## config.mk

```make
export PLATFORM = sky130hd
export DESIGN_NAME = pipelined_add_sub_flat
export DESIGN_NICKNAME = d
export VERILOG_FILES = /design/src/rtl/pipelined_add_sub_pkg.sv /design/src/rtl/pipelined_add_sub_if.sv /design/src/rtl/pipelined_add_sub_slice.sv /design/src/rtl/pipelined_add_sub.sv /design/src/flat_wrapper.sv
export SDC_FILE = /design/constraint.sdc
export NUM_CORES = 1
export LEC_CHECK = 0
export CAP_MARGIN = 10
export CORE_ASPECT_RATIO = 0.6
export CORE_MARGIN = 4
export CORE_UTILIZATION = 52
export CTS_CLUSTER_SIZE = 25
export DETAILED_ROUTE_END_ITERATION = 10
export PLACE_DENSITY = 0.84
export SYNTH_ARGS = -nofsm -noshare
export SYNTH_HDL_FRONTEND = slang
export SYNTH_SLANG_ARGS = --single-unit
```

## constraint.sdc

```tcl
create_clock -name clk -period 3.6 [get_ports clk]
set_input_delay 0.54 -clock clk [delete_from_list [all_inputs] [get_ports clk]]
set_output_delay 0.54 -clock clk [all_outputs]
set_load 0.02 [all_outputs]
```

## src/rtl/pipelined_add_sub_pkg.sv

```systemverilog
//------------------------------------------------------------------------------
// Module : pipelined_add_sub_pkg
// Brief  : Shared opcode encodings, saturation limits and configuration checks
//          for the pipelined add/subtract unit.
// Rev    : 1.0  initial release
//------------------------------------------------------------------------------
`default_nettype none

package pipelined_add_sub_pkg;

    localparam logic OP_ADD    = 1'b0;
    localparam logic OP_SUB    = 1'b1;
    localparam int   MAX_WIDTH = 64;

    // Largest positive two's-complement value of the given width: {0,{w-1{1}}}
    function automatic logic [MAX_WIDTH-1:0] sat_pos_limit(input int width);
        logic [MAX_WIDTH-1:0] v;
        v = '0;
        for (int i = 0; i < width - 1; i++) begin
            v[i] = 1'b1;
        end
        return v;
    endfunction

    function automatic logic [MAX_WIDTH-1:0] sat_neg_limit(input int width);
        logic [MAX_WIDTH-1:0] v;
        v = '0;
        v[width-1] = 1'b1;
        return v;
    endfunction

    function automatic bit cfg_ok(input int width, input int stages);
        return (width >= 2) && (width <= MAX_WIDTH) && (stages >= 1) &&
               (stages <= width) && ((width % stages) == 0);
    endfunction

endpackage

`default_nettype wire

```

## src/rtl/pipelined_add_sub_if.sv

```systemverilog
//------------------------------------------------------------------------------
// Module : pipelined_add_sub_if
// Brief  : Operand/result valid-ready bundle of the pipelined add/subtract unit.
// Rev    : 1.0  initial release
//------------------------------------------------------------------------------
`default_nettype none

interface pipelined_add_sub_if #(
    parameter int WIDTH = 8
);
    logic             in_valid;
    logic             in_ready;
    logic [WIDTH-1:0] Ain;
    logic [WIDTH-1:0] Bin;
    logic             Cin;
    logic             sub;
    logic             out_valid;
    logic             out_ready;
    logic [WIDTH-1:0] Sout;
    logic             Cout;
    logic             Ovf;

    modport master (
        output in_valid, Ain, Bin, Cin, sub, out_ready,
        input  in_ready, out_valid, Sout, Cout, Ovf
    );

    modport slave (
        input  in_valid, Ain, Bin, Cin, sub, out_ready,
        output in_ready, out_valid, Sout, Cout, Ovf
    );
endinterface

`default_nettype wire

```

## src/rtl/pipelined_add_sub_slice.sv

```systemverilog
//------------------------------------------------------------------------------
// Module : add_sub_slice (with full_adder cell)
// Brief  : W-bit ripple-carry slice; also exposes the carry into its MSB so the
//          top slice can derive signed overflow.
// Rev    : 1.0  initial release
//------------------------------------------------------------------------------
`default_nettype none

module full_adder (
    input  logic a,
    input  logic b,
    input  logic ci,
    output logic s,
    output logic co
);
    assign s  = a ^ b ^ ci;
    assign co = (a & b) | (ci & (a ^ b));
endmodule

module add_sub_slice #(
    parameter int W = 4
) (
    input  logic [W-1:0] a,
    input  logic [W-1:0] b,
    input  logic         ci,
    output logic [W-1:0] s,
    output logic         co,
    output logic         c_msb
);
    logic [W:0] w_c;

    assign w_c[0] = ci;

    for (genvar i = 0; i < W; i++) begin : g_bit
        full_adder u_fa (
            .a  (a[i]),
            .b  (b[i]),
            .ci (w_c[i]),
            .s  (s[i]),
            .co (w_c[i+1])
        );
    end

    assign co    = w_c[W];
    assign c_msb = w_c[W-1];
endmodule

`default_nettype wire

```

## src/rtl/pipelined_add_sub.sv

```systemverilog
//------------------------------------------------------------------------------
// Module : pipelined_add_sub
// Brief  : STAGES-deep pipelined add/subtract with valid/ready and global stall.
//          Optional macro PIPELINED_ADD_SUB_SATURATE_EN clamps Sout on overflow.
// Rev    : 1.0  initial release
//------------------------------------------------------------------------------
`default_nettype none

module pipelined_add_sub
    import pipelined_add_sub_pkg::*;
#(
    parameter int WIDTH  = 8,
    parameter int STAGES = 2
) (
    input  logic               clk,
    input  logic               rst_n,
    pipelined_add_sub_if.slave bus
);
    localparam int SLICE = WIDTH / STAGES;
    localparam int LAST  = STAGES - 1;

    if (!cfg_ok(WIDTH, STAGES)) begin : g_cfg_check
        $error("pipelined_add_sub: WIDTH must be >= 2 and divisible by STAGES");
    end

    logic             w_en;
    logic [WIDTH-1:0] w_b_eff;
    logic             w_c0;
    logic             w_ovf;
    logic [WIDTH-1:0] w_s_final;

    logic [WIDTH-1:0] w_a_in     [STAGES];
    logic [WIDTH-1:0] w_b_in     [STAGES];
    logic             w_ci       [STAGES];
    logic             w_v_in     [STAGES];
    logic [SLICE-1:0] w_slice_s  [STAGES];
    logic             w_co       [STAGES];
    logic             w_c_msb    [STAGES];
    logic [WIDTH-1:0] w_s_next   [STAGES];

    logic             r_valid    [STAGES];
    logic [WIDTH-1:0] r_a        [STAGES];
    logic [WIDTH-1:0] r_b        [STAGES];
    logic [WIDTH-1:0] r_s        [STAGES];
    logic             r_c        [STAGES];
    logic             r_ovf;

    // Stall is global: the whole pipe advances only when the output can move.
    assign w_en    = !r_valid[LAST] || bus.out_ready;
    assign w_b_eff = (bus.sub == OP_SUB) ? ~bus.Bin : bus.Bin;
    assign w_c0    = bus.sub ^ bus.Cin;

    for (genvar k = 0; k < STAGES; k++) begin : g_stage
        if (k == 0) begin : g_first
            assign w_a_in[k]   = bus.Ain;
            assign w_b_in[k]   = w_b_eff;
            assign w_ci[k]     = w_c0;
            assign w_v_in[k]   = bus.in_valid;
            assign w_s_next[k] = WIDTH'(w_slice_s[k]);
        end else begin : g_next
            assign w_a_in[k]   = r_a[k-1];
            assign w_b_in[k]   = r_b[k-1];
            assign w_ci[k]     = r_c[k-1];
            assign w_v_in[k]   = r_valid[k-1];
            // Earlier stages only ever populate bits below this slice.
            assign w_s_next[k] = r_s[k-1] | (WIDTH'(w_slice_s[k]) << (k * SLICE));
        end

        add_sub_slice #(
            .W (SLICE)
        ) u_slice (
            .a     (w_a_in[k][k*SLICE +: SLICE]),
            .b     (w_b_in[k][k*SLICE +: SLICE]),
            .ci    (w_ci[k]),
            .s     (w_slice_s[k]),
            .co    (w_co[k]),
            .c_msb (w_c_msb[k])
        );
    end

    assign w_ovf = w_co[LAST] ^ w_c_msb[LAST];

`ifdef PIPELINED_ADD_SUB_SATURATE_EN
    localparam logic [WIDTH-1:0] SAT_POS = WIDTH'(sat_pos_limit(WIDTH));
    localparam logic [WIDTH-1:0] SAT_NEG = WIDTH'(sat_neg_limit(WIDTH));

    // Overflow direction follows the sign of A (both operands share it).
    assign w_s_final = !w_ovf                  ? w_s_next[LAST] :
                       w_a_in[LAST][WIDTH-1]   ? SAT_NEG        : SAT_POS;
`else
    assign w_s_final = w_s_next[LAST];
`endif

    always_ff @(posedge clk or negedge rst_n) begin
        if (!rst_n) begin
            for (int k = 0; k < STAGES; k++) begin
                r_valid[k] <= 1'b0;
                r_a[k]     <= '0;
                r_b[k]     <= '0;
                r_s[k]     <= '0;
                r_c[k]     <= 1'b0;
            end
            r_ovf <= 1'b0;
        end else if (w_en) begin
            for (int k = 0; k < STAGES; k++) begin
                r_valid[k] <= w_v_in[k];
                r_a[k]     <= w_a_in[k];
                r_b[k]     <= w_b_in[k];
                r_s[k]     <= (k == LAST) ? w_s_final : w_s_next[k];
                r_c[k]     <= w_co[k];
            end
            r_ovf <= w_ovf;
        end
    end

    assign bus.in_ready  = w_en;
    assign bus.out_valid = r_valid[LAST];
    assign bus.Sout      = r_s[LAST];
    assign bus.Cout      = r_c[LAST];
    assign bus.Ovf       = r_ovf;

endmodule

`default_nettype wire

```

## src/flat_wrapper.sv

```systemverilog
// flat-port wrapper written by rule: the top's interface ports become plain ports
module pipelined_add_sub_flat import pipelined_add_sub_pkg::*;
#(
    parameter int WIDTH  = 8,
    parameter int STAGES = 2
)
  (clk, rst_n, bus_in_valid, bus_Ain, bus_Bin, bus_Cin, bus_sub, bus_out_ready, bus_in_ready, bus_out_valid, bus_Sout, bus_Cout, bus_Ovf);
  pipelined_add_sub_if #(.WIDTH(WIDTH)) bus_i ();
  input  logic clk;
  input  logic rst_n;
  input wire logic [$bits(bus_i.in_valid)-1:0] bus_in_valid;
  input wire logic [$bits(bus_i.Ain)-1:0] bus_Ain;
  input wire logic [$bits(bus_i.Bin)-1:0] bus_Bin;
  input wire logic [$bits(bus_i.Cin)-1:0] bus_Cin;
  input wire logic [$bits(bus_i.sub)-1:0] bus_sub;
  input wire logic [$bits(bus_i.out_ready)-1:0] bus_out_ready;
  output wire logic [$bits(bus_i.in_ready)-1:0] bus_in_ready;
  output wire logic [$bits(bus_i.out_valid)-1:0] bus_out_valid;
  output wire logic [$bits(bus_i.Sout)-1:0] bus_Sout;
  output wire logic [$bits(bus_i.Cout)-1:0] bus_Cout;
  output wire logic [$bits(bus_i.Ovf)-1:0] bus_Ovf;
  assign bus_i.in_valid = bus_in_valid;
  assign bus_i.Ain = bus_Ain;
  assign bus_i.Bin = bus_Bin;
  assign bus_i.Cin = bus_Cin;
  assign bus_i.sub = bus_sub;
  assign bus_i.out_ready = bus_out_ready;
  assign bus_in_ready = bus_i.in_ready;
  assign bus_out_valid = bus_i.out_valid;
  assign bus_Sout = bus_i.Sout;
  assign bus_Cout = bus_i.Cout;
  assign bus_Ovf = bus_i.Ovf;
  pipelined_add_sub #(.WIDTH(WIDTH), .STAGES(STAGES)) u_core (.clk(clk), .rst_n(rst_n), .bus(bus_i));
endmodule
```

==> metrics.md, run 1 <==
| Metric | Value |
|---|---|
| Avg Inst Size Synth | `13.7 um2` |
| Worst ir drop on vdd | `0.214 mV` |
| Share of cells above drive strength 1 | `about 18%` |
| Leakage | `0.000747 uW` |
| Final Hold Viols | `0` |
| Post-place setup slack | `around 0.25 ns` |
| Net Count, Synth | `between 100 and 150` |
| Final WS setup | `0.553 ns` |
| Initial antenna violation count | `0` |
| Detailed Route WL | `between 2000 and 2500 um` |
| Arr. time, crit path | `3.21 ns` |
| Initial Utilization | `about three fifths` |
| Hold Path Depth | `1` |
| Main combinational cell family by area after synthesis | `multiplexers` |
| DIE AREA | `3490 um2` |
| Residual overflow from global routing | `0` |
| Synth Area in Compound Gates | `between 2 and 2.5%` |
| Final number of setup-violating endpoints | `0` |
| Core area | `about 2300 um2` |
| Clock Skew | `0.00318 ns` |
| Outcome | `completed` |
| Placer Congestion | `approximately 0.79` |
| CP Class | `primary input to flop` |
| # DRC | `0` |
| Tot GR Track Use | `15.3%` |
| Clock root cell | `clkbuf_8` |
| Dominant cells by area after synthesis | `dfrtp_1 (47%), fa_1 (12%), mux2_4 (11%), buf_4 (5.0%), mux2_2 (5.0%)` |
| Register area share after synthesis | `46.6%` |
| TNS Setup | `0 ns` |
| Global-route wire length before repair | `3770 um` |
| Area leader, netlist | `dfrtp_1` |
| Mux cell area share after synthesis | `roughly 18%` |
| Detail Placement HPWL | `around 1900 um` |
| TritonCTS clock tree | `built` |
| Pins Over Slew Limit | `0` |
| CP Capture Type | `flop` |
| RSZ-0062 raised after global routing | `false` |
| Hold slack | `0.495 ns` |
| DR vias/cell | `4.98` |
| Clock Path Buffers | `2` |
| Synth Area in XOR/XNOR | `6.52%` |
| WL per Instance | `14.6 um` |
| Total iterations of the first detailed-routing run | `4` |
| Critical-path maximum fanout | `5` |
| H-tree depth | `1` |
| Clock latency on the worst-skew pair | `0.27 ns` |
| Reg2Reg Depth | `9` |
| Input/output buffers | `33` |
| Via count | `777` |
| Post-synthesis simple-gate area fraction | `under 10%` |
| Max-Cap Viols | `0` |
| Initial DRC Count | `17` |
| Diodes inserted | `0` |
| Clk pin slew, worst setup/hold paths | `0.08 ns` |
| Post-synth cell types | `15` |
| Die Width | `between 70 and 80 um` |
| Fmax | `~330 MHz` |
| CTS Buf Count | `3` |
| Yosys top cell area share | `46.6%` |
| I/O Pins | `34` |
| Cell Pwr Density | `574 nW/um2` |
| Die Ht | `47.4 um` |
| CP Data Required Time | `3.76 ns` |
| Hold buffers post-CTS | `0` |
| Yosys warnings | `0` |
| Setup Buffers After CTS | `0` |
| Final nets | `about 160` |
| Worst-Margin Slew | `between 0.5 and 0.6 ns` |
| Routed Antenna Nets | `0` |
| CTS resizes | `0` |
| Largest net degree at the start of global routing | `26` |
| Relative slew slack | `between 60% and 70%` |
| Tmin final | `3.05 ns` |
| Tcrit/Tclk final | `84.6%` |
| Adder-Cell Fraction of Synth Area | `11.9%` |
| Cell Area, Synth | `1340 um2` |
| Layout area overhead | `25.5%` |
| Vias in the first global route | `853` |
| Syn Inst Count | `98` |
| CP startpoint kind | `primary input` |
| Worst min-delay path category | `flop to flop` |
| Floorplan row count | `13` |
| Clock Sinks | `25` |
| Register bit total from synthesis | `25` |
## state kept, by name (all words and copies together), names as in the netlist
signal / cells
u_core.bus.Sout: 8
u_core.r_a: 4
u_core.r_b: 4
u_core.r_s: 4
u_core.bus.Cout: 1
u_core.bus.Ovf: 1
u_core.bus.out_valid: 1
u_core.r_c: 1
u_core.r_valid: 1
## worst max-delay path, stage by stage
cell	delay, ns
clkdlybuf4s50_1	0.61
xnor2_1	0.14
fa_1	0.42
fa_1	0.39
fa_1	0.36
inv_1	0.07
fa_1	0.41
mux2_4	0.27
## area by class of cell
class / count / area (um2)
Sequential cell: 25 / 626
Inverter: 11 / 41.3
Multi-Input combinational cell: 50 / 573
Tap cell: 30 / 37.5
Fill cell: 153 / 623
Timing Repair Buffer: 36 / 360
Clock inverter: 1 / 7.51
Clock buffer: 3 / 41.3
## cell families after synthesis
family | count (synthesis)
fa+ha+maj | 8
mux | 18
simple gates | 8
buf+inv | 23
compound gates | 6
flops | 25
xor+xnor | 10
## cell usage in the layout (no fill, tap or decap)
master	Yosys	layout
clkdlybuf4s50_1	0	33
dfrtp_1	25	25
inv_1	11	11
mux2_4	10	10
fa_1	8	8
xnor2_1	7	7
nor3b_1	6	6
a21oi_1	6	6
mux2_2	6	6
xor2_1	3	3
clkbuf_8	0	3
nand2b_1	2	2
mux2i_1	2	2
buf_4	9	2
clkinvlp_4	0	1
buf_8	0	1
## stage by stage
stage / utilization (%) / cell area, um2 / power (uW) / cells
detailed placement: 70.3 / 1620 / 814 / 151
floorplan: - / 1340 / 701 / 98
global route: 73.0 / 1690 / 1030 / 156
global placement: 70.3 / 1620 / 798 / 151
CTS: 72.4 / 1670 / 977 / 155
finish: 73.0 / 1690 / 968 / 156
## where the power goes
part,total [uW],leakage (uW),internal (uW),switching (uW)
combinational,392,0.000438,222,170
clock,165,0.0000217,78.4,86.9
sequential,411,0.000287,362,49.3
## synthesized netlist by cell type, drive strengths merged
library cell	instances
nand2b	2
buf	12
xor2	3
xnor2	7
mux2i	2
nor3b	6
a21oi	6
inv	11
dfrtp	25
fa	8
mux2	16
## path summary, 6_finish.rpt
| path | start | slack, ns | end |
|---|---|---|---|
| worst max register to register | u_core.r_b[12] | 1.19 | u_core.bus.Ovf |
| worst min register to register | u_core.r_valid[1] | 0.49 | u_core.bus.out_valid |
| max in group asynchronous | rst_n | 2.48 | u_core.r_a[15] |
| worst min-delay path | u_core.r_valid[1] | 0.49 | u_core.bus.out_valid |
| worst max-delay path | bus_sub | 0.55 | u_core.r_s[11] |
| min in group asynchronous | rst_n | 0.63 | u_core.r_b[12] |
## metal layers
layer	GRT usage (%)	share of wire, %
met2	28.3	51
met5	0	0
met3	4.49	6.2
met1	17.7	42
met4	4.33	0.44
(Power assumes the default switching activity.)
==> run 2: changes to the inputs <==
CORE_UTILIZATION = 43   (was 52)
PLACE_DENSITY = 0.74   (was 0.84)
clock period = 2.6 ns   (was 3.6 ns; I/O delays follow)
==> metrics.md, run 2 (synthesis results as in run 1) <==
| Metric | Value |
|---|---|
| Flop2flop setup slack | `0.22 ns` |
| Tmin final | `roughly 2.5 ns` |
| Tcrit/Tclk final | `97.2%` |
| Relative slew slack | `76.5%` |
| WL per Instance | `13.9 um` |
| Hold buffers post-CTS | `0` |
| Detail Placement HPWL | `1820 um` |
| Residual overflow from global routing | `0` |
| DIE AREA | `slightly above 4000 um2` |
| Die Ht | `51.3 um` |
| Largest register FFs | `8` |
| Clock Skew | `about 0.0028 ns` |
| TNS Setup | `0 ns` |
| CP Data Required Time | `2.76 ns` |
| Clock Sinks | `25` |
| Max-Cap Viols | `0` |
| Fmax | `396 MHz` |
| H-tree depth | `1` |
| Most frequent cells in the layout | `clkdlybuf4s50_1 (30), dfrtp_1 (25), inv_1 (11)` |
| Leakage | `approximately 0.00077 uW` |
| Reg2reg end | `u_core.bus.Ovf` |
| Tot GR Track Use | `13.3%` |
| Reg2reg start | `u_core.r_c[1]` |
| Final Hold Viols | `0` |
| Input/output buffers | `33` |
| TritonCTS clock tree | `built` |
| Reg2Reg Depth | `9` |
| Initial Utilization | `45.9%` |
| Total power | `1350 uW` |
| Total iterations of the first detailed-routing run | `2` |
| Layout area overhead | `27.8%` |
| Global-route wire length before repair | `about 4100 um` |
| Diodes inserted | `0` |
| Critical-path maximum fanout | `1` |
| CP Class | `primary input to flop` |
| Util after Layout | `between 50% and 60%` |
| Worst ir drop on vdd | `0.314 mV` |
| CP startpoint kind | `primary input` |
| Routed Antenna Nets | `0` |
| Detailed Route WL | `2340 um` |
| Final WS setup | `~0.074 ns` |
| Initial antenna violation count | `0` |
| CTS Buf Count | `3` |
| Share of cells above drive strength 1 | `22.8%` |
| Vias in the first global route | `about 910` |
| Worst min-delay path category | `primary input to asynchronous set/reset pin` |
| Post-place setup slack | `-0.463 ns` |
| Outcome | `completed` |
| Setup Buffers After CTS | `0` |
| Clock latency on the worst-skew pair | `about 0.27 ns` |
| Arr. time, crit path | `2.69 ns` |
| Via count | `roughly 800` |
| Initial DRC Count | `31` |
| Pins Over Slew Limit | `0` |
| Clock root cell | `clkbuf_8` |
| Finished Layout Cells | `169` |
| Clock Path Buffers | `2` |
| CP Capture Type | `flop` |
| Most common cell after layout, fill and taps aside | `clkdlybuf4s50_1` |
| DR vias/cell | `4.60` |
| # DRC | `0` |
| RSZ-0062 raised after global routing | `false` |
| Final nets | `158` |
| Floorplan row count | `15` |
| Worst-Margin Slew | `0.352 ns` |
| Number of cells after detailed placement | `about 170` |
| Core area | `2930 um2` |
| Clk pin slew, worst setup/hold paths | `0.08 ns` |
| Placer Congestion | `roughly 0.67` |
| I/O Pins | `34` |
| Final number of setup-violating endpoints | `0` |
| Cell Pwr Density | `~790 nW/um2` |
| Largest net degree at the start of global routing | `26` |
| Die Width | `80.2 um` |
## run 2: changes by cell type in the layout (fill, tap and decap cells not counted)
| cell | previous run | this run |
|---|---|---|
| buf_4 | 2 | 4 |
| dlygate4sd2_1 | 0 | 2 |
| fa_2 | 0 | 2 |
| xnor2_1 | 7 | 5 |
| buf_8 | 1 | 0 |
| xnor2_2 | 0 | 2 |
| fa_1 | 8 | 6 |
| clkinvlp_4 | 1 | 0 |
| clkdlybuf4s15_2 | 0 | 1 |
| clkdlybuf4s50_1 | 33 | 30 |
| clkinv_2 | 0 | 1 |
## run 2: worst max-delay path, cell delays in order
cell and delay (ns):
clkdlybuf4s50_1 0.46, inv_1 0.05, fa_2 0.34, fa_2 0.35
fa_1 0.36, inv_1 0.08, fa_1 0.41, mux2_4 0.26
## run 2: what timing repair did
item / CTS / global route
gates resized for setup: 7 / 0
endpoints found under the setup margin: 1 / 1
pin swaps: 2 / 1
endpoints found under the hold margin: 0 / 0
## run 2: worst max path at each step
stage | from | slack [ns] | endpoint | cells after the start
floorplan | bus_sub | 0.01 | u_core.r_s[11] | 8
global placement | bus_sub | -0.37 | u_core.r_s[11] | 8
detailed placement | bus_sub | -0.46 | u_core.r_s[11] | 8
CTS | bus_Ain[0] | 0.01 | u_core.r_s[11] | 8
global route | bus_Ain[0] | 0.04 | u_core.r_s[11] | 8
finish | bus_Ain[0] | 0.07 | u_core.r_s[11] | 8
## run 2: stage by stage
| step | hold slack, ns | instance area [um2] |
|---|---|---|
| after CTS | 0.484 | 1720 |
| final | 0.477 | 1720 |
| after global routing | 0.510 | 1720 |
| after detailed placement | 0.462 | 1660 |
| after floorplan | 0.0944 | 1350 |
| after global placement | 0.454 | 1660 |
## run 2: layer usage
layer  up-vias  track usage, %  routed length, um
met3         5            5.63                187
met4         0            3.37                 34
met5         -               0                  0
met2        27            20.7               1030
met1       385            17.1               1090
li1        360               -                  -
## run 2: where the power goes
group | switching, uW | leakage, uW | internal, uW | total (uW)
clock network | 123 | 0.0000255 | 107 | 231
registers | 70.6 | 0.000287 | 501 | 572
logic | 238 | 0.000454 | 310 | 549
## run 2: final cells by class
type                       count  area [um2]
clock inverter                 1        5.00
fill                         250        1210
tap                           42        52.6
inverter                      11        41.3
timing repair buffer          37         359
sequential                    25         626
multi-input combinational     50         593
clock buffer                   3        41.3
